**config.mk**
```make
export PLATFORM = sky130hd
export DESIGN_NAME = gcn_transform_ctrl
export DESIGN_NICKNAME = d
export VERILOG_FILES = /design/src/rtl/gcn_transform_ctrl.sv
export SDC_FILE = /design/constraint.sdc
export NUM_CORES = 1
export LEC_CHECK = 0
export CAP_MARGIN = 20
export CORE_MARGIN = 3
export CORE_UTILIZATION = 35
export CTS_BUF_LIST = sky130_fd_sc_hd__clkbuf_8
export DETAILED_ROUTE_END_ITERATION = 10
export PLACE_DENSITY = 0.67
export SETUP_SLACK_MARGIN = 0.4
export SLEW_MARGIN = 5
export SYNTH_ARGS = -nofsm -noshare
export SYNTH_HDL_FRONTEND = slang
export SYNTH_SLANG_ARGS = --single-unit
```
**constraint.sdc**
```tcl
create_clock -name clk -period 2.5 [get_ports clk]
set_input_delay 0.375 -clock clk [delete_from_list [all_inputs] [get_ports clk]]
set_output_delay 0.375 -clock clk [all_outputs]
set_load 0.02 [all_outputs]
```
**src/rtl/gcn_transform_ctrl.sv**
```systemverilog
// GCN transformation-stage controller: fetches weights and features,
// steers the dot-product unit and issues one buffer write per result.
module gcn_transform_ctrl #(
  parameter int FEATURE_ROWS          = 6,
  parameter int WEIGHT_COLS           = 3,
  parameter int ADDRESS_WIDTH         = 13,
  parameter int FEATURE_BASE          = 512,
  parameter int DP_LATENCY            = 1,
  parameter int COUNTER_WEIGHT_WIDTH  = $clog2(WEIGHT_COLS),
  parameter int COUNTER_FEATURE_WIDTH = $clog2(FEATURE_ROWS)
) (
  input  logic                             clk,
  input  logic                             reset,
  input  logic                             start,
  output logic                             enable_read,
  output logic [ADDRESS_WIDTH-1:0]         read_address,
  output logic                             load_weight,
  output logic [COUNTER_WEIGHT_WIDTH-1:0]  weight_idx,
  output logic                             load_feature,
  output logic                             dp_clear,
  output logic [COUNTER_WEIGHT_WIDTH-1:0]  weight_sel,
  output logic                             write_enable,
  output logic [COUNTER_FEATURE_WIDTH-1:0] write_row,
  output logic [COUNTER_WEIGHT_WIDTH-1:0]  write_col,
  output logic                             busy,
  output logic                             done
);

  localparam int CW = COUNTER_WEIGHT_WIDTH;
  localparam int FW = COUNTER_FEATURE_WIDTH;
  localparam int AW = ADDRESS_WIDTH;
  localparam int LW = $clog2(DP_LATENCY + 1);

  localparam logic [CW-1:0] W_LAST = CW'(WEIGHT_COLS - 1);
  localparam logic [FW-1:0] F_LAST = FW'(FEATURE_ROWS - 1);
  localparam logic [LW-1:0] L_LAST = LW'(DP_LATENCY - 1);

  typedef enum logic [2:0] {
    S_IDLE,
    S_READ_W,
    S_READ_F,
    S_COMPUTE,
    S_DONE
  } state_t;

  state_t        r_state;
  logic [CW-1:0] r_w_cnt;
  logic [FW-1:0] r_f_cnt;
  logic [CW-1:0] r_c_cnt;
  logic [LW-1:0] r_l_cnt;

  logic [AW-1:0] w_faddr;
  logic          w_lat_end;

  assign w_faddr   = AW'(FEATURE_BASE) + AW'(r_f_cnt);
  assign w_lat_end = (r_l_cnt == L_LAST);

  always_ff @(posedge clk) begin
    if (reset) begin
      r_state <= S_IDLE;
      r_w_cnt <= '0;
      r_f_cnt <= '0;
      r_c_cnt <= '0;
      r_l_cnt <= '0;
    end else begin
      unique case (r_state)
        S_IDLE: begin
          if (start) begin
            r_state <= S_READ_W;
            r_w_cnt <= '0;
          end
        end
        S_READ_W: begin
          if (r_w_cnt == W_LAST) begin
            r_state <= S_READ_F;
            r_f_cnt <= '0;
          end else begin
            r_w_cnt <= r_w_cnt + CW'(1);
          end
        end
        S_READ_F: begin
          r_state <= S_COMPUTE;
          r_c_cnt <= '0;
          r_l_cnt <= '0;
        end
        S_COMPUTE: begin
          if (w_lat_end) begin
            r_l_cnt <= '0;
            if (r_c_cnt != W_LAST) begin
              r_c_cnt <= r_c_cnt + CW'(1);
            end else if (r_f_cnt != F_LAST) begin
              r_f_cnt <= r_f_cnt + FW'(1);
              r_state <= S_READ_F;
            end else begin
              r_state <= S_DONE;
            end
          end else begin
            r_l_cnt <= r_l_cnt + LW'(1);
          end
        end
        S_DONE: begin
          if (!start) r_state <= S_IDLE;
        end
        default: r_state <= S_IDLE;
      endcase
    end
  end

  // Moore decode; the feature address stays on the bus through COMPUTE
  always_comb begin
    enable_read  = 1'b0;
    read_address = '0;
    load_weight  = 1'b0;
    weight_idx   = '0;
    load_feature = 1'b0;
    dp_clear     = 1'b0;
    weight_sel   = '0;
    write_enable = 1'b0;
    write_row    = '0;
    write_col    = '0;
    busy         = 1'b0;
    done         = 1'b0;
    unique case (r_state)
      S_READ_W: begin
        enable_read  = 1'b1;
        read_address = AW'(r_w_cnt);
        load_weight  = 1'b1;
        weight_idx   = r_w_cnt;
        busy         = 1'b1;
      end
      S_READ_F: begin
        enable_read  = 1'b1;
        read_address = w_faddr;
        load_feature = 1'b1;
        busy         = 1'b1;
      end
      S_COMPUTE: begin
        read_address = w_faddr;
        weight_sel   = r_c_cnt;
        dp_clear     = (r_l_cnt == '0);
        busy         = 1'b1;
        if (w_lat_end) begin
          write_enable = 1'b1;
          write_row    = r_f_cnt;
          write_col    = r_c_cnt;
        end
      end
      S_DONE:  done = 1'b1;
      default: ;
    endcase
  end

endmodule

```
==> qor.txt, run 1 <==
status: completed
PwrDens: 380.9 nW/um2
startpoint types: flop
clock group share of total power: 41.6%
Synth Instances: 98
Int Power: 0.0002909 W
highest metal used: met4
WHS Endpoint: r_w_cnt[1]
port bufs: 22
filler cell count: 208
share of cells above drive strength 1: 11.11%
first-iteration detailed-routing DRC count: 11
Layout Area Growth over Synthesis: 30.18%
Final Core Density: 49.69%
Fmax: 0.4899 GHz
ys async rst share: 0%
WL/cell: 11.17 um
max incr delay on CP: 0.63 ns
wire length on met3: 84 um
fin area: 1015 um2
post-DP HPWL: 1.206 mm
routed vias: 674
CTS tree: done
Main synth FF type: dfxtp_1
static leakage: 0.4634 nW
Placed Area: 953.4 um2
Yosys warning total: 0
Worst path slowest cell: clkdlybuf4s50_1
Worst Path Required: 2.12 ns
Worst-path clk slew: 0.05 ns
maximum VDD drop: 0.1991 mV
Reg-to-Reg End: r_f_cnt[1]
Fin. Hold Viols: 0
GRT Residual Overflow: 0
CP Buf/Inv Count: 2
number of flops mapped to enable cells by yosys: 0
Netlist cell types: 33
clk buf depth: 2
worst slack, placed: 0.4319 ns
htree depth: 1
Max-cap violations: 0
flops & latches, synth: 10
hold path cells: 2
clock period minus worst slack: 2.041 ns
Clock Skew: 0.005025 ns
HP Start: r_w_cnt[1]
Post-Syn Area: 779.5 um2
num ports: 32
Combinational Power Share: 15.0%
first-pass GRT wire length: 2.718 mm
Starting Density: 38.17%
Die Y: 53.19 um
met2 wire len: 798 um
HP Class: reg -> reg
total CTS buffers: 3
Synth area leader: dfxtp_1
DIE WIDTH: 53.19 um
diode count: 0
DRT Pass-1 Iters: 4
total core area: 2042 um2
Final setup viols: 0
setup ws final: 0.4587 ns
initial antenna violation count: 0
row cnt: 16
register area share after synthesis: 25.68%
Sw Share: 24.75%
CP Class: reg -> out
number of global-route vias before repair: 643
Worst Path Arrival: 1.67 ns
reg-to-reg setup timing slack: 0.83 ns
Top delay family on crit path: buffers and inverters
nets: 126
clock latency on the worst-skew pair: 0.23 ns
reg2reg path depth: 6
drt total wl: 1.609 mm
Placer Congestion: 0.7267
worst-path maximum fanout: 11
GRT Resource Usage Total: 13.19%
Critical Path End Type: output port
worst-path cell chain: nand2b_1 -> inv_1 -> clkdlybuf4s50_1
worst r2r src: r_c_cnt[0]
Synth top area share: 25.68%
sw power: 0.00009567 W
hold buffer count at cts: 0
# DRC: 0
metal1 wirelength: 699 um
root buf cell: clkbuf_8
Via density: 4.681
Slew Limit Fails: 0
crit share post-route: 81.65%
TNS Setup: 0 ns
Die ar.: 2829 um2
largest net degree at the start of global routing: 11
Final ANT Viol Nets: 0
RSZ-0062 raised after global routing: true
Flop pwr share: 43.4%
Area contributors post-synth: dfxtp_1, buf_4, and2_1
Post-Syn Area per Cell: 7.954 um2
clk sink count: 10
Yosys cell counts (2+ instances only):
cell,number
nand2_1,9
a21oi_1,6
nor3_1,2
buf_2,4
inv_1,5
a21o_1,2
buf_4,12
and3b_1,2
ha_1,4
o21ai_0,2
or3b_1,2
nor2b_1,2
and2_1,11
dfxtp_1,10
nor2_1,7
cells in the final DEF, fill, tap and decap left out, types with 2 or more instances in the layout:
cell type and count:
dlygate4sd2_1 8, a21o_1 2, buf_4 3, o21ai_0 2, dfxtp_1 7, nand2_1 9
ha_1 4, or3b_1 2, and3b_1 2, conb_1 9, clkbuf_8 3, clkdlybuf4s50_1 13
and2_1 11, nor2b_1 2, nor2_1 7, inv_1 5, dfxtp_2 3, nor3_1 2
a21oi_1 6
power groups by stage:
stage	clock network, W	registers [W]	logic (W)
detailed placement	0	0.000170	0.0000580
finish	0.000161	0.000168	0.0000580
CTS	0.000165	0.000167	0.0000586
global route	0.000178	0.000168	0.0000636
floorplan	0	0.000167	0.0000523
global placement	0	0.000170	0.0000572
how the worst max path moves through the flow:
stage | startpoint | to | slack [ns] | cells after the start
2_1_floorplan | r_state[2] | read_address[0] | 0.74 | 4
3_3_place_gp | r_state[1] | read_address[0] | 0.46 | 5
6_report | r_state[2] | read_address[9] | 0.46 | 3
5_1_grt | r_state[0] | done | 0.39 | 4
3_5_place_dp | r_state[0] | write_col[0] | 0.43 | 3
4_1_cts | r_state[1] | weight_sel[1] | 0.40 | 3
layer usage:
metal / global-route usage (%) / up-vias
li1: - / 345
met4: 7.660 / 0
met1: 14.58 / 308
met2: 23.76 / 19
met3: 1.690 / 2
met5: 0 / -
layout make-up:
class	instances	area [um2]	area share [%]
timing repair buffer	25	235.2	23.18
clock buffer	3	41.29	4.069
multi-input combinational	74	481.7	47.47
sequential	10	203.9	20.10
inverter	5	18.77	1.850
tap	27	33.78	3.329
registers in the layout, summed over array words and instances, names as in the netlist:
name,flops
r_f_cnt,3
r_state,3
r_c_cnt,2
r_w_cnt,2
kinds of logic after synthesis:
kind of cell,count (synthesis),synth area share (%)
other,1,0.4811
buffers and inverters,23,18.46
XOR/XNOR,1,1.124
adder cells (fa/ha/maj),4,6.421
multiplexers,2,3.210
flip-flops,10,25.68
AO/OA/AOI/OAI,16,12.68
AND/OR/NAND/NOR,41,31.94
repair_timing:
item	4_1_cts	5_1_grt
gates resized for setup	12	2
gates cloned	0	1
endpoints found under the hold margin	0	0
setup buffers	1	0
setup endpoints to repair	14	7
pin swaps	1	1
stage by stage:
step	hold slack, ns	cells	total power (W)
floorplan	0.4440	106	0.0002197
global route	0.5220	144	0.0004095
detailed placement	0.4860	139	0.0002278
finish	0.4833	144	0.0003865
global placement	0.4577	139	0.0002268
CTS	0.4926	143	0.0003908
tightest hold or removal path: stages (launching register included):
cell and delay (ns):
dfxtp_1 0.32, nand2_1 0.06, a21oi_1 0.05
Power figures use the tool's default switching activity.
==> run 2: changes to the inputs <==
Settings changed: PLACE_DENSITY 0.67 to 0.7.
Clock period 2.5 ns to 1.7 ns, I/O delays scaled along.
==> run 2 against run 1 <==
Sequential power grew 42%. Register-to-register slack lost 0.59 ns. Power grew 72%. Worst setup slack lost 0.25 ns. Clock power grew 90%. Hold slack gained 0.018 ns. Wire length grew 29%. Critical path type unchanged. Critical endpoint is now read_address[0]. Largest cell class unchanged.
==> qor.txt, run 2 (synthesis results as in run 1) <==
worst-path maximum fanout: 4 (-7)
DRT Pass-1 Iters: 4 (unchanged)
sequential cell area: 219.0 um2 (+7.4%)
Int Power: 0.0004903 W (+69%)
CP Class: reg -> out
share of cells above drive strength 1: 57.03% (+46 points)
port bufs: 22 (unchanged)
Worst Path Arrival: 1.23 ns (-0.44 ns)
htree depth: 1 (unchanged)
Sw Share: 26.17% (+1.4 points)
Die Y: 53.19 um (unchanged)
clk buf depth: 2 (unchanged)
WL/cell: 13.36 um (+20%)
clock period minus worst slack: 1.489 ns
commonest non-fill, non-tap cell in the layout: buf_6
Worst Path Required: 1.44 ns (-0.68 ns)
post-DP HPWL: 1.345 mm (+12%)
clock latency on the worst-skew pair: 0.24 ns (about the same)
reg-to-reg setup timing slack: 0.24 ns (-0.59 ns)
max incr delay on CP: 0.36 ns (-0.27 ns)
PwrDens: 531.3 nW/um2 (+39%)
Fin. Hold Viols: 0 (unchanged)
RSZ-0062 raised after global routing: true
multi-input logic area: 583.1 um2 (+21%)
Worst path slowest cell: dfxtp_4
total core area: 2042 um2 (unchanged)
HP Class: reg -> reg
Flop pwr share: 36.0% (-7.4 points)
DIE WIDTH: 53.19 um (unchanged)
worst-path cell chain: nor3b_4 -> and2_4 -> a21o_1 -> buf_6
Via density: 4.987 (+6.5%)
first-iteration detailed-routing DRC count: 17 (+6)
Final ANT Viol Nets: 0 (unchanged)
initial antenna violation count: 0 (unchanged)
largest net degree at the start of global routing: 11 (unchanged)
Top delay family on crit path: simple AND/OR/NAND/NOR gates
clk sink count: 10 (unchanged)
total CTS buffers: 3 (unchanged)
# DRC: 0 (unchanged)
Placer Congestion: 0.8200 (+13%)
startpoint types: flop
hold_ws: 0.5013 ns (+0.01803 ns)
Post-Layout Cell Count: 155 (+7.6%)
Fmax: 0.6715 GHz
sw power: 0.0001738 W (+82%)
static leakage: 0.5424 nW (+17%)
most frequent cells in the layout: buf_6, buf_4, and2_4, nand2_1, conb_1
Worst-path clk slew: 0.05 ns (about the same)
GRT Resource Usage Total: 14.32% (+1.1 points)
number of global-route vias before repair: 675 (+5.0%)
num ports: 32 (unchanged)
filler cell count: 192 (-7.7%)
status: completed
Clock Skew: 0.003524 ns (-0.001501 ns)
setup ws final: 0.2109 ns (-0.2478 ns)
first-pass GRT wire length: 2.925 mm (+7.6%)
diode count: 0 (unchanged)
Combinational Power Share: 17.9% (+2.9 points)
Final setup viols: 0 (unchanged)
worst slack, placed: -0.1156 ns (-0.5476 ns)
crit share post-route: 87.60%
Regs by FF count: r_f_cnt: 3 flops, r_state: 3 flops
root buf cell: clkbuf_8
Critical Path End Type: output port
nets: 136 (+7.9%)
actual slew at the worst max-slew pin: 0.5181 ns
Layout Area Growth over Synthesis: 60.35%
Max-cap violations: 0 (unchanged)
hold buffer count at cts: 0 (unchanged)
row cnt: 16 (unchanged)
routed vias: 773 (+15%)
Die ar.: 2829 um2 (unchanged)
drt total wl: 2.071 mm (+29%)
maximum VDD drop: 0.3779 mV (+90%)
clock group share of total power: 46.0% (+4.4 points)
Final Core Density: 61.21% (+12 points)
CTS tree: done
Starting Density: 38.17% (unchanged)
relative slew slack: 65.35%
Slew Limit Fails: 0 (unchanged)
GRT Residual Overflow: 0 (unchanged)
Placed Instances: 144 (+3.6%)
CP Buf/Inv Count: 1 (-1)
==> run 2: changes by cell type in the layout (fill, tap and decap cells not counted), sizes merged <==
| cell | delta |
|---|---|
| clkbuf | +1 |
| dlymetal6s2s | -1 |
| buf | +30 |
| dlygate4sd2 | -7 |
| clkdlybuf4s50 | -11 |
| and3b | -1 |
==> run 2: timing repair <==
item | 4_1_cts | 5_1_grt
gates resized for setup | 132 | 11
pin swaps | 9 | 4
gates cloned | 0 | 0
setup endpoints to repair | 28 | 26
buffers inserted | 6 | 1
==> run 2: final cells by class <==
type                    count  area share (%)
inverters                   5           1.702
flip-flops and latches     10           17.52
multi-input cells          73           46.65
clock buffers               4           4.404
well taps                  27           2.703
repair buffers             36           27.03
==> run 2: layer usage <==
metal / vias to the layer above / share of wire, % / track usage, %
li1: 367 / - / -
met1: 373 / 38 / 15.82
met2: 29 / 53 / 25.21
met3: 4 / 6.8 / 3.099
met4: 0 / 1.5 / 7.660
met5: - / 0 / 0
==> run 2: worst register-to-register path, delay by kind of cell, from the launching register on <==
| family | cells | cell delay [ns] |
|---|---|---|
| AND/OR/NAND/NOR | 2 | 0.49 |
| flip-flops | 1 | 0.38 |
| adder cells (fa/ha/maj) | 1 | 0.21 |
| multiplexers | 1 | 0.18 |
| AO/OA/AOI/OAI | 1 | 0.11 |
==> run 2: power groups by stage <==
| stage | combinational (W) | sequential, W | clock, W |
|---|---|---|---|
| after CTS | 0.000109 | 0.000239 | 0.000305 |
| after global routing | 0.000128 | 0.000240 | 0.000320 |
| after detailed placement | 0.0000942 | 0.000249 | 0 |
| after floorplan | 0.0000819 | 0.000246 | 0 |
| final | 0.000119 | 0.000239 | 0.000306 |
| after global placement | 0.0000929 | 0.000248 | 0 |
==> run 2: final timing paths <==
check,startpoint,end,cells past startpoint
setup / recovery,r_state[2],read_address[0],4
hold / removal,r_f_cnt[1],r_f_cnt[1],2
setup reg to reg,r_c_cnt[1],r_f_cnt[1],5
hold reg to reg,r_f_cnt[1],r_f_cnt[1],2
==> run 2: stage by stage <==
step | power (W) | TNS (ns) | area, um2
2_1_floorplan | 0.0003284 | 0 | 870.8
3_3_place_gp | 0.0003414 | -0.7176 | 1030
3_5_place_dp | 0.0003435 | -0.9306 | 1030
4_1_cts | 0.0006540 | 0 | 1195
5_1_grt | 0.0006876 | 0 | 1250
6_report | 0.0006641 | 0 | 1250
==> run 3: changes to the inputs <==
Settings changed: PLACE_DENSITY 0.7 to 0.69.
==> run 3 against run 2 <==
Global-route usage is 4.0 points higher. Fmax is 8.1% lower. Clock-buffer cell count is 1 lower. Die area stayed put. Wire length is 17% higher. Final cell count is 6.5% higher. Critical path depth is 1 higher. First-iteration DRC count stayed put. Largest cell class unchanged.
==> qor.txt, run 3 (synthesis results as in run 1) <==
GRT Resource Usage Total: 18.36% (+4.0 points)
initial antenna violation count: 0 (unchanged)
worst r2r src: r_state[1]
Placed Area: 1045 um2 (+1.5%)
clock period minus worst slack: 1.621 ns (+0.1321 ns)
clock latency on the worst-skew pair: 0.24 ns (about the same)
Die ar.: 2829 um2 (unchanged)
Placer Congestion: 0.8934 (+9.0%)
total power: 0.0006371 W (-4.1%)
Fin. Hold Viols: 0 (unchanged)
HP Start: r_w_cnt[0]
HP Class: reg -> reg
status: completed
commonest non-fill, non-tap cell in the layout: buf_6
startpoint types: flop
worst-path maximum fanout: 5 (+1)
post-DP HPWL: 1.338 mm (-0.52%)
Final ANT Viol Nets: 0 (unchanged)
PwrDens: 462.1 nW/um2 (-13%)
maximum VDD drop: 0.4059 mV (+7.4%)
clk buf depth: 2 (unchanged)
hold path cells: 2 (unchanged)
multi-input logic area: 601.8 um2 (+3.2%)
CP Class: reg -> out
root buf cell: clkbuf_8
WL/cell: 14.63 um (+9.5%)
actual slew at the worst max-slew pin: 0.5441 ns (+0.02602 ns)
clk sink count: 10 (unchanged)
port bufs: 22 (unchanged)
htree depth: 1 (unchanged)
hold buffer count at cts: 0 (unchanged)
first-pass GRT wire length: 3.670 mm (+25%)
Clock Skew: 0.004289 ns (+0.0007653 ns)
largest net degree at the start of global routing: 11 (unchanged)
Starting Density: 38.17% (unchanged)
nets: 147 (+8.1%)
CTS tree: done
Worst Path Required: 1.44 ns (about the same)
fin area: 1379 um2 (+10%)
GRT Residual Overflow: 0 (unchanged)
crit share post-route: 95.36% (+7.8 points)
most frequent cells in the layout: buf_6, buf_4, nand2_1, conb_1, and2_4
row cnt: 16 (unchanged)
Via density: 5.073 (+1.7%)
reg2reg path depth: 6 (+1)
share of cells above drive strength 1: 60.14% (+3.1 points)
diode count: 0 (unchanged)
number of global-route vias before repair: 795 (+18%)
Die Y: 53.19 um (unchanged)
Worst Path Arrival: 1.37 ns (+0.14 ns)
relative slew slack: 63.61% (-1.7 points)
static leakage: 0.6089 nW (+12%)
DRT Pass-1 Iters: 4 (unchanged)
total core area: 2042 um2 (unchanged)
total CTS buffers: 3 (unchanged)
Slew Limit Fails: 0 (unchanged)
# DRC: 0 (unchanged)
DIE WIDTH: 53.19 um (unchanged)
Regs by FF count: r_f_cnt: 3 flops, r_state: 3 flops
num ports: 32 (unchanged)
sequential cell area: 216.5 um2 (-1.1%)
crit path launch: r_state[1]
routed vias: 837 (+8.3%)
drt total wl: 2.414 mm (+17%)
first-iteration detailed-routing DRC count: 17 (unchanged)
Layout Area Growth over Synthesis: 76.89%
Final setup viols: 0 (unchanged)
Critical Path End Type: output port
filler cell count: 161 (-16%)
Max-cap violations: 0 (unchanged)
Fmax: 0.6168 GHz (-8.1%)
Worst-path clk slew: 0.05 ns (about the same)
TNS Setup: 0 ns (unchanged)
RSZ-0062 raised after global routing: true
## run 3: cell count changes in the layout (fill, tap and decap cells not counted), sizes merged
cell	previous run	this run
buf	33	45
clkbuf	4	3
dlygate4sd2	1	0
## run 3: through the flow
| step | instances | hold slack [ns] | worst slack [ns] | util (%) |
|---|---|---|---|---|
| 3_3_place_gp | 146 | 0.4670 | -0.04213 | 51.16 |
| 5_1_grt | 165 | 0.5150 | 0.02984 | 67.52 |
| 3_5_place_dp | 146 | 0.4850 | -0.08747 | 51.16 |
| 2_1_floorplan | 106 | 0.3910 | 0.2459 | - |
| 4_1_cts | 159 | 0.4915 | 0.1175 | 60.97 |
| 6_report | 165 | 0.5031 | 0.07880 | 67.52 |
## run 3: worst max-delay path: stages (launching register included)
cell,delay [ns]
dfxtp_4,0.36
nor3b_4,0.24
buf_4,0.16
and2_4,0.14
a21o_1,0.12
buf_6,0.12
## run 3: area by class of cell
cell class                      count  share of cell area [%]
Clock buffer                        3                   2.995
Inverter                            5                   1.543
Multi-Input combinational cell     73                   43.65
Sequential cell                    10                   15.70
Tap cell                           27                   2.450
Timing Repair Buffer               47                   33.67
## run 3: final timing paths
check | endpoint | slack (ns)
hold / removal | r_w_cnt[0] | 0.50
setup / recovery | read_address[1] | 0.08
hold reg to reg | r_w_cnt[0] | 0.50
setup reg to reg | r_f_cnt[1] | 0.14
## run 3: repair_timing
action / CTS / global route
resized for setup: 123 / 37
pin swaps: 4 / 6
setup buffers: 10 / 6
endpoints found under the setup margin: 25 / 28
cloned: 0 / 0
## run 3: metal layers
layer | wire length [um] | vias up | global-route usage [%]
met2 | 1216 | 38 | 28.51
li1 | - | 393 | -
met3 | 168 | 8 | 4.225
met5 | 0 | - | 0
met1 | 933 | 398 | 21.73
met4 | 96 | 0 | 13.62
## run 3: power breakdown
group	switching, W	internal [W]
Sequential	0.00000402	0.000236
Combinational	0.0000757	0.0000715
Clock	0.0000943	0.000155
Total	0.000174	0.000463
